`config.mk`:
```
export PLATFORM = sky130hd
export DESIGN_NAME = sram_like_arbiter
export DESIGN_NICKNAME = d
export VERILOG_FILES = /design/src/rtl/sram_like_arbiter.sv
export SDC_FILE = /design/constraint.sdc
export NUM_CORES = 1
export LEC_CHECK = 0
export CAP_MARGIN = 40
export CORE_AREA = 5 5 118 120
export DETAILED_ROUTE_END_ITERATION = 16
export DIE_AREA = 0 0 123 125
export GPL_TIMING_DRIVEN = 1
export HOLD_SLACK_MARGIN = 0.12
export MAX_ROUTING_LAYER = met4
export PLACE_DENSITY_LB_ADDON = 0.25
export SYNTH_ARGS = -nofsm -noshare
export SYNTH_HDL_FRONTEND = slang
export SYNTH_SLANG_ARGS = --single-unit
export TNS_END_PERCENT = 30
```
`constraint.sdc`:
```
create_clock -name clk -period 3.4 [get_ports clk]
set_input_delay 0.34 -clock clk [delete_from_list [all_inputs] [get_ports clk]]
set_output_delay 0.34 -clock clk [all_outputs]
set_load 0.005 [all_outputs]
```
`src/rtl/sram_like_arbiter.sv`:
```
// sram_like_arbiter
// Shares one SRAM-like slave port between the instruction-fetch master and the
// data master. The data master wins a free grant. A grant stays locked while its
// request waits for addr_ok. An in-order tag FIFO records the owner of each
// accepted request, and each data_ok/rdata is routed back to that owner.
module sram_like_arbiter #(
  parameter int OUT_DEPTH = 4
) (
  input  logic        clk,
  input  logic        reset,
  // instruction master
  input  logic        inst_req,
  input  logic        inst_wr,
  input  logic [1:0]  inst_size,
  input  logic [31:0] inst_addr,
  input  logic [31:0] inst_wdata,
  output logic        inst_addr_ok,
  output logic        inst_data_ok,
  output logic [31:0] inst_rdata,
  // data master
  input  logic        data_req,
  input  logic        data_wr,
  input  logic [1:0]  data_size,
  input  logic [31:0] data_addr,
  input  logic [31:0] data_wdata,
  output logic        data_addr_ok,
  output logic        data_data_ok,
  output logic [31:0] data_rdata,
  // slave
  output logic        m_req,
  output logic        m_wr,
  output logic [1:0]  m_size,
  output logic [31:0] m_addr,
  output logic [31:0] m_wdata,
  input  logic        m_addr_ok,
  input  logic        m_data_ok,
  input  logic [31:0] m_rdata,
  // status
  output logic        err_unexp
);

  localparam int PTR_W = (OUT_DEPTH > 1) ? $clog2(OUT_DEPTH) : 1;
  localparam int CNT_W = $clog2(OUT_DEPTH) + 1;
  localparam logic [CNT_W-1:0] DEPTH_C = CNT_W'(OUT_DEPTH);

  typedef enum logic [1:0] {
    IDLE   = 2'd0,
    LOCK_I = 2'd1,
    LOCK_D = 2'd2
  } state_t;

  state_t               state_r;
  logic                 grant_i_s;
  logic                 grant_d_s;
  logic                 full_s;
  logic                 m_req_s;
  logic                 push_s;
  logic                 pop_s;
  logic                 head_s;
  logic                 nonempty_s;
  logic [OUT_DEPTH-1:0] tag_r;
  logic [PTR_W-1:0]     wr_ptr_r;
  logic [PTR_W-1:0]     rd_ptr_r;
  logic [CNT_W-1:0]     count_r;
  logic                 err_r;

  // Grant selection: the lock owner wins. When no master holds the lock, data has priority over inst.
  always_comb begin
    grant_i_s = 1'b0;
    grant_d_s = 1'b0;
    case (state_r)
      IDLE: begin
        if (data_req) begin
          grant_d_s = 1'b1;
        end else if (inst_req) begin
          grant_i_s = 1'b1;
        end else begin
          grant_d_s = 1'b0;
        end
      end
      LOCK_I:  grant_i_s = 1'b1;
      LOCK_D:  grant_d_s = 1'b1;
      default: begin
        grant_i_s = 1'b0;
        grant_d_s = 1'b0;
      end
    endcase
  end

  assign full_s     = (count_r == DEPTH_C);
  assign nonempty_s = (count_r != {CNT_W{1'b0}});
  assign m_req_s    = ((grant_i_s & inst_req) | (grant_d_s & data_req)) & ~full_s;
  assign push_s     = m_req_s & m_addr_ok;
  assign pop_s      = m_data_ok & nonempty_s;
  assign head_s     = tag_r[rd_ptr_r];

  // Slave payload mux: the fields come from the granted master, or are zero when no master is granted.
  always_comb begin
    m_wr    = 1'b0;
    m_size  = 2'd0;
    m_addr  = 32'd0;
    m_wdata = 32'd0;
    if (grant_d_s) begin
      m_wr    = data_wr;
      m_size  = data_size;
      m_addr  = data_addr;
      m_wdata = data_wdata;
    end else if (grant_i_s) begin
      m_wr    = inst_wr;
      m_size  = inst_size;
      m_addr  = inst_addr;
      m_wdata = inst_wdata;
    end else begin
      m_wr    = 1'b0;
      m_size  = 2'd0;
      m_addr  = 32'd0;
      m_wdata = 32'd0;
    end
  end

  assign m_req        = m_req_s;
  assign inst_addr_ok = m_addr_ok & m_req_s & grant_i_s;
  assign data_addr_ok = m_addr_ok & m_req_s & grant_d_s;
  assign inst_data_ok = pop_s & ~head_s;
  assign data_data_ok = pop_s & head_s;
  assign inst_rdata   = m_rdata;
  assign data_rdata   = m_rdata;
  assign err_unexp    = err_r;

  // Grant lock FSM: lock when a request is stalled on addr_ok. Release when the slave accepts it.
  always_ff @(posedge clk) begin
    if (reset) begin
      state_r <= IDLE;
    end else begin
      case (state_r)
        IDLE: begin
          if (m_req_s && !m_addr_ok) begin
            state_r <= grant_d_s ? LOCK_D : LOCK_I;
          end else begin
            state_r <= IDLE;
          end
        end
        LOCK_I, LOCK_D: begin
          if (m_req_s && m_addr_ok) begin
            state_r <= IDLE;
          end else begin
            state_r <= state_r;
          end
        end
        default: state_r <= IDLE;
      endcase
    end
  end

  // Owner tag FIFO: push on acceptance and pop on an expected response. Both pointers wrap naturally.
  always_ff @(posedge clk) begin
    if (reset) begin
      tag_r    <= {OUT_DEPTH{1'b0}};
      wr_ptr_r <= {PTR_W{1'b0}};
      rd_ptr_r <= {PTR_W{1'b0}};
      count_r  <= {CNT_W{1'b0}};
    end else begin
      if (push_s) begin
        tag_r[wr_ptr_r] <= grant_d_s;
        wr_ptr_r        <= wr_ptr_r + PTR_W'(1);
      end
      if (pop_s) begin
        rd_ptr_r <= rd_ptr_r + PTR_W'(1);
      end
      case ({push_s, pop_s})
        2'b10:   count_r <= count_r + CNT_W'(1);
        2'b01:   count_r <= count_r - CNT_W'(1);
        default: count_r <= count_r;
      endcase
    end
  end

  // Sticky error flag: set when a response arrives with no outstanding owner.
  always_ff @(posedge clk) begin
    if (reset) begin
      err_r <= 1'b0;
    end else if (m_data_ok && !nonempty_s) begin
      err_r <= 1'b1;
    end else begin
      err_r <= err_r;
    end
  end

endmodule

```
=== Yosys cells after proc, flatten, opt, wreduce, memory -nomap -nowiden ===
Index checks and enable logic that the tools add are counted.

* Bitwise logic cells: 12
* $add $sub $neg: 4
* Magnitude comparators: 3
* Equality and inequality tests: 6
* Multiplexer cells: 23
* Reduce and logical (&&, ||, !) cells: 10

{| class="wikitable"
|+ Operator list
! cell !! number
|-
| $mux W32 || 4
|-
| $mux W2 || 5
|-
| $and A1 B1 Y1 || 9
|-
| $mux W1 || 7
|-
| $lt A2 B3 Y1 const B || 2
|-
| $pmux W3 S2 || 1
|-
| $add A2 B1 Y2 const B || 2
|-
| $bwmux W4 || 1
|-
| $eq A2 B1 Y1 const B || 2
|-
| $eq A2 B2 Y1 const B || 2
|-
| $logic_and A1 B1 Y1 || 4
|-
| $pmux W1 S2 || 2
|-
| $pmux W2 S2 || 1
|-
| $add A3 B1 Y3 const B || 1
|-
| $eq A3 B3 Y1 const B || 1
|-
| $reduce_bool A3 Y1 || 1
|-
| $sub A3 B1 Y3 const B || 1
|-
| $bmux W1 S2 || 1
|-
| $demux W1 S2 || 1
|-
| $ge A2 B1 Y1 const B || 1
|-
| $logic_not A1 Y1 || 2
|-
| $logic_not A2 Y1 || 1
|-
| $ne A2 B2 Y1 const B || 1
|-
| $not A1 Y1 || 2
|-
| 3 further kinds || 3
|}

* Input port bits: 172
* Bits in registers: 14
* Logic and storage cells: 64
* Output and inout bits: 137

=== Longest topological paths before layout ===
Gate-level depths: netlist (run 1).

* Depth in word-level cells: 9
* Gate-level depth with buffers: 13
* Depth with buffers taken out: 12

=== Worst setup path after synthesis (run 1) ===
Ideal clock, no wire load.

* Path kind: reg-to-reg
* Start: register state_r[0]
* End: register count_r[2]
* Stages on the path, launching flop included: 14
* Setup slack: 854 ps
* Buffers on the path: 1
* Arrival: 2476 ps
* Data required time: 3329 ps
* Clock period less this slack: 2546 ps
* Library setup time: 71 ps
* Cell sequence: dfxtp_1 inv_1 ha_1 a21oi_1 o22ai_2 and3_1 buf_6 inv_2 ha_1 inv_1 fa_1 xor2_1 or3_1 a21oi_1

* Longest elaborated chain between the ends: 8
* Elaborated cells on any way between the ends: 14
* Those cells by class: eq/ne: 4; mux: 3; bitwise: 5; reduce/logical: 2

{| class="wikitable"
|+ RTL lines
! item !! line !! text
|-
| start, declared || 52 || <nowiki>state_t state_r;</nowiki>
|-
| start signal, assigned || 138 || <nowiki>state_r <= grant_d_s ? LOCK_D : LOCK_I;</nowiki>
|-
| start signal, assigned || 147 || <nowiki>state_r <= state_r;</nowiki>
|-
| $eq A2 B1 Y1, or another cell as far along || 71 || <nowiki>case (state_r)</nowiki>
|-
| $pmux W1 S2 || 71 ||
|-
| $and A1 B1 Y1 || 92 || <nowiki>assign m_req_s = ((grant_i_s & inst_req) | (grant_d_s & data_req)) & ~full_s;</nowiki>
|-
| $or A1 B1 Y1 (*) || 92 ||
|-
| $and A1 B1 Y1 (*) || 92 ||
|-
| $and A1 B1 Y1 (*) || 93 || <nowiki>assign push_s = m_req_s & m_addr_ok;</nowiki>
|-
| $eq A2 B1 Y1 or $eq A2 B2 Y1 (tied branches) || 170 || <nowiki>case ({push_s, pop_s})</nowiki>
|-
| $pmux W3 S2 or $reduce_bool A2 Y1 (tied branches) || n/a ||
|-
| end signal, assigned || 171 || <nowiki>2'b10: count_r <= count_r + CNT_W'(1);</nowiki>
|-
| end signal, assigned || 172 || <nowiki>2'b01: count_r <= count_r - CNT_W'(1);</nowiki>
|-
| end signal, assigned || 173 || <nowiki>default: count_r <= count_r;</nowiki>
|-
| end, declared || 64 || <nowiki>logic [CNT_W-1:0] count_r;</nowiki>
|}

Every way passes the cells marked *; elsewhere a longest branch is shown, timed or not.
A chain may end at the register's enable or synchronous reset.

=== Worst setup path after layout (run 1) ===
* Start: register state_r[0]
* End: output m_wdata[26]

* Longest elaborated chain between the ends: 4
* Elaborated cells on any way between the ends: 7
* Those cells by class: eq/ne: 2; mux: 4; reduce/logical: 1

{| class="wikitable"
|+ RTL lines
! item !! line !! text
|-
| $eq A2 B1 Y1 or $logic_not A2 Y1 (tied branches) || 71 ||
|-
| $pmux W1 S2 || 71 ||
|-
| $mux W32 || 108 || <nowiki>end else if (grant_i_s) begin</nowiki>
|-
| $mux W32 (*) || 103 || <nowiki>if (grant_d_s) begin</nowiki>
|-
| end, declared || 34 || <nowiki>output logic [31:0] m_wdata,</nowiki>
|}

Marks and branches as above.

==> results.tsv, run 1 <==
metric	value	unit
cap_violations	0	
p_leak	0.00144	µW
clock_latency	0.24	ns
drtIter0Drc	84	
fp.dieW	123	µm
max_stage_delay	0.54	ns
hold_path_class	reg2reg	
max_freq	0.345	GHz
gp_congestion	0.759	
critPathMaxFanout	29	
wire_per_inst	20.3	µm
worstSetupStartpointType	flop	
cts_resized	0	
rr_endpoint	count_r[2]	
postRouteAntennaNets	0	
synth_top_area_share	29.5	%
htree_num_levels	1	
diodes	0	
cp.arrival	2.56	ns
hold_slack	0.473	ns
drt-total-wl	11300	µm
grt-ovfl-total	0	
cts_setup_buffers	0	
finalCriticalPeriod	2.90	ns
fin_crit_sh	85.3	%
clockBufferDepth	2	
vdd_drop_max	469	µV
cts.clk_slew.worst_paths	0.05	ns
cts_buffers	3	
clockRootBuffer	clkbuf_16	
postSynthCellCount	237	
cp.required	3.06	ns
max_slew_margin	55.0	%
fin_ws	0.499	ns
drc_errors	0	
dp_slack	0.708	ns
synth_seq_cells	14	
cts.sinks	14	
worst_pin_slew	0.671	ns
grt_pass1_vias	2335	
endpoint_kind	primary output	
rows	42	
synth_ff_type	dfxtp_1	
worst-path-stages	7	
vias	2332	
cp_num_buf_inv	3	
status	complete, no violations	
crit_family	buffers and inverters	
drive_gt1_share	4.24	%
p_per_area	1040	mW/mm²
track_usage	13.5	%
ys_warn_count	0	
fin_area	0.00389	mm²
core_area	0.0129	mm²
hold_buffers	0	
grt_start_max_net_pins	42	
grt_antenna_before_repair	0	
vias_per_cell	4.22	
cp_cell_sequence	inv_1, ha_1, a31o_2, nor2_4, buf_4, a22o_1, clkdlybuf4s50_1	
rsz0062_at_grt	false	
synth_cell_types	40	
synth.area.top_cells	a22o_1, buf_4, dfxtp_1, ha_1, buf_2	
reg2reg_slack	0.68	ns
finalSetupViolations	0	
crit_end	m_wdata[26]	
nNetsFinal	560	
yosysTopAreaCell	a22o_1	
critPathKind	reg2out	
reg2reg_depth	12	
grt_pass1_wl	15400	µm
worstSetupStartpoint	state_r[0]	
port_buffers	212	
area_delta_synth_final	95.8	%
seq_area_frac_synth	14.1	%
synth_area	0.00199	mm²
post-route-util	30.3	%
finalSetupTns	0	ns
cp_slowest_cell	clkdlybuf4s50_1	
dpl.hpwl	9390	µm
synthesis.nets	419	
hold_viol_final	0	
r2r_start	state_r[0]	
avgSynthCellArea	8.39	µm²
worst_clock_skew	0.00108	ns
cts_tree	built	
detail_route.first_pass.iterations	4	
async_reset_ff_share	0	%
synth_edf_count	0	
placed_area	0.00381	mm²
finalMaxSlewViolations	0	
start_util	15.5	%
die-height	125	µm
die_area	0.0154	mm²
ioPinCount	309	
[stage by stage]
step | power, µW | cells
CTS | 4130 | 553
floorplan | 1940 | 237
global route | 4330 | 553
global placement | 3850 | 549
finish | 4050 | 553
detailed placement | 3830 | 549
[cells in the mapped netlist, types with 3 or more instances]
cell      instances
buf_1             3
a311oi_1          4
a41oi_1           5
dfxtp_1          14
nor2_1           10
a22o_1           67
ha_1              9
a21oi_1           5
buf_4            65
buf_2            10
xor2_1            3
inv_1             9
[layout by cell type (no fill, tap or decap), types with 3 or more instances in the layout]
master	n
a21oi_1	5
a22o_1	67
a311oi_1	4
a41oi_1	5
buf_4	5
clkbuf_16	3
clkdlybuf4s50_1	212
dfxtp_1	14
ha_1	9
inv_1	9
nor2_1	10
xor2_1	3
[report_power, final]
part	total (µW)	internal, µW	switching, µW
Clock	249	178	70.5
Sequential	271	222	49.4
Combinational	3530	2030	1500
Total	4050	2430	1620
[state kept, by name, indices dropped and copies added (netlist names)]
register and cells:
count_r 3, err_unexp 1, rd_ptr_r 2, state_r 2
tag_r 4, wr_ptr_r 2
[worst min-delay path, stage by stage (launching register included)]
cell and delay, ns:
dfxtp_1 0.33, a21oi_1 0.04, nor2_1 0.07
[final cells by class]
type,instances,area (µm²)
repair buffers,217,2160
fillers,1349,8980
clock buffers,4,88.8
multi-input cells,132,1110
inverters,10,37.5
well taps,176,220
flip-flops and latches,14,280
[per-layer routing]
metal,wire (µm),up-vias,global-route usage (%)
li1,-,1106,-
met5,0,-,-
met3,1250,8,4.97
met1,4630,1074,16.2
met2,5300,144,22.1
met4,77,0,2.08
[how the worst min path moves through the flow]
| stage | from | depth (start not counted) | to | slack, ns |
|---|---|---|---|---|
| final | err_unexp | 2 | err_unexp | 0.47 |
| after global routing | state_r[0] | 2 | state_r[0] | 0.50 |
| after CTS | err_unexp | 2 | err_unexp | 0.48 |
| after detailed placement | err_unexp | 2 | err_unexp | 0.47 |
| after global placement | err_unexp | 2 | err_unexp | 0.46 |
| after floorplan | state_r[0] | 2 | state_r[0] | 0.45 |
[kinds of logic after synthesis]
family	after synthesis	share of synthesized area, %
AO/OA/AOI/OAI	89	37.9
XOR/XNOR	4	1.76
adder cells (fa/ha/maj)	10	6.67
buffers and inverters	91	30.4
flip-flops	14	14.1
multiplexers	3	2.39
AND/OR/NAND/NOR	26	6.73
Note: power is estimated with default switching activity, not from simulation.
==> inputs of run 2 (changes only) <==
Settings changed: ABC_AREA set to 1, CORE_AREA 5 5 118 120 to 5 5 116 118, DIE_AREA 0 0 123 125 to 0 0 121 123, RECOVER_POWER set to 50.
==> results.tsv, run 2 <==
metric	value	unit
status	complete, no violations	
cp.arrival	2.59	ns
grt-ovfl-total	0	
regMostFlops	tag_r	
track_usage	13.0	%
cp.required	3.06	ns
reg2reg_slack	0.88	ns
area_delta_synth_final	82.1	%
port_buffers	212	
rsz0062_at_grt	false	
start_util	18.7	%
cp_cell_sequence	clkdlybuf4s50_1, nand2_1, o21ai_0, buf_4, nand2_1, nand2_1, clkdlybuf4s50_1	
cap_violations	0	
finalMaxSlewViolations	0	
ys_warn_count	0	
cts.sinks	14	
finalSetupViolations	0	
max_slew_margin	65.2	%
cts_setup_buffers	0	
synth_edf_count	0	
drc_errors	0	
critPathKind	in2out	
gp_congestion	0.807	
async_reset_ff_share	0	%
rows	41	
die-height	123	µm
dpl.hpwl	8670	µm
synth_common_cells	nand2_1, nand3_1, buf_4	
fin_ws	0.470	ns
max_stage_delay	0.53	ns
fp.dieW	121	µm
critPathMaxFanout	44	
worst_pin_slew	0.517	ns
hold_path_class	reg2reg	
grt_antenna_before_repair	0	
yosysTopAreaCell	nand2_1	
p_leak	0.00185	µW
diodes	0	
cts_buffers	3	
avgSynthCellArea	5.62	µm²
place_inst	714	
rr_endpoint	count_r[1]	
largest_reg_flops	4	
power	2210	µW
vias_per_cell	4.20	
endpoint_kind	primary output	
drt-total-wl	10600	µm
synth.area.top_cells	nand2_1, buf_4, nand3_1, dfxtp_1, ha_1	
final_common_cell	clkdlybuf4s50_1	
seq_area_frac_synth	12.1	%
r2r_start	state_r[1]	
dp_slack	0.707	ns
fin_cells	718	
cts.clk_slew.worst_paths	0.05	ns
synthesis.nets	593	
postRouteAntennaNets	0	
wire_per_inst	14.8	µm
worst_clock_skew	0.00519	ns
detail_route.first_pass.iterations	4	
core_area	0.0124	mm²
reg_top3	tag_r x4, count_r x3	
htree_num_levels	1	
wl_met3	1060	µm
synth_top_area_share	25.0	%
drive_gt1_share	2.75	%
synth_ff_type	dfxtp_1	
worstSetupStartpointType	input port	
min_from	err_unexp	
met2_length	5510	µm
wl_met1	3870	µm
holdPathStages	1	
reg2reg_depth	11	
cp_slowest_cell	clkdlybuf4s50_1	
vias	3018	
finalCriticalPeriod	2.93	ns
grt_start_max_net_pins	68	
hold_viol_final	0	
hold_buffers	0	
finalSetupTns	0	ns
final_cell_mix	clkdlybuf4s50_1, nand2_1, nand3_1, inv_1, dfxtp_1	
clock_latency	0.25	ns
cts_tree	built	
synth_most_common_cell	nand2_1	
drtIter0Drc	116	
postSynthCellCount	411	
vdd_drop_max	180	µV
synth_cell_types	26	
grt_pass1_vias	3027	
path_common_cell	nand2_1	
clockRootBuffer	clkbuf_16	
die_area	0.0149	mm²
ioPinCount	309	
cts_resized	0	
max_freq	0.341	GHz
synth_area	0.00231	mm²
synth_seq_cells	14	
nNetsFinal	729	
p_per_area	526	mW/mm²
fin_crit_sh	86.2	%
fillers	1351	
clockBufferDepth	2	
whs_endpoint	err_unexp	
maxUsedRoutingLayer	met4	
grt_pass1_wl	15100	µm
-- run 2: cell types whose count changed after synthesis, sizes merged, moves of 3 or more --
cell	change
nand4	+8
buf	-5
nand2	+154
inv	+17
a311oi	-4
clkbuf	+10
o21ai	+7
nand3	+71
a22o	-67
xor2	-3
a21oi	+7
a41oi	-5
-- run 2: cells by family (layout without fill, tap and decap cells) --
group	Yosys count	in the layout	synth area share [%]
flops	14	14	12.1
fa+ha+maj	10	10	5.74
buf+inv	114	249	29.3
simple gates	250	250	46.6
compound gates	23	23	6.28
-- run 2: critical path: cells and delay by family --
kind                   cells  cell delay [ns]
AO/OA/AOI/OAI              1             0.43
AND/OR/NAND/NOR            3             0.25
buffers and inverters      3             1.55
-- run 2: per-stage QoR --
stage                     utilization [%]  instance area [µm²]  hold slack (ns)
after floorplan                         -                 2310            0.409
after global placement               33.5                 4140            0.455
after detailed placement             33.5                 4140            0.457
after CTS                            34.2                 4230            0.469
after global routing                 34.0                 4210            0.503
final                                34.0                 4210            0.458
-- run 2: area by class of cell --
class                           count  area, µm²  share of cell area [%]
Timing Repair Buffer              217       2180                    51.9
Multi-Input combinational cell    283       1330                    31.7
Clock buffer                        4       88.8                    2.11
Tap cell                          172        215                    5.11
Inverter                           28        105                    2.50
Sequential cell                    14        280                    6.66
-- run 2: per-layer routing --
metal  vias up  GRT usage (%)
met5         -              -
met4         0           3.54
met1      1315           13.9
li1       1513              -
met2       178           23.6
met3        12           3.57
-- run 2: worst max-delay path by stage --
stage / start / endpoint / slack, ns
4_1_cts: state_r[0] / m_addr[30] / 0.62
3_5_place_dp: data_req / count_r[2] / 0.71
5_1_grt: state_r[1] / m_addr[30] / 0.25
6_report: data_req / m_size[0] / 0.47
3_3_place_gp: inst_req / inst_addr_ok / 0.72
2_1_floorplan: state_r[0] / count_r[2] / 1.09
-- run 2: power breakdown --
part	leakage [µW]	internal (µW)	switching (µW)	total [µW]
Combinational	0.00169	904	832	1740
Clock	0.0000442	179	72.9	251
Sequential	0.000114	202	24.7	227
Total	0.00185	1280	930	2210
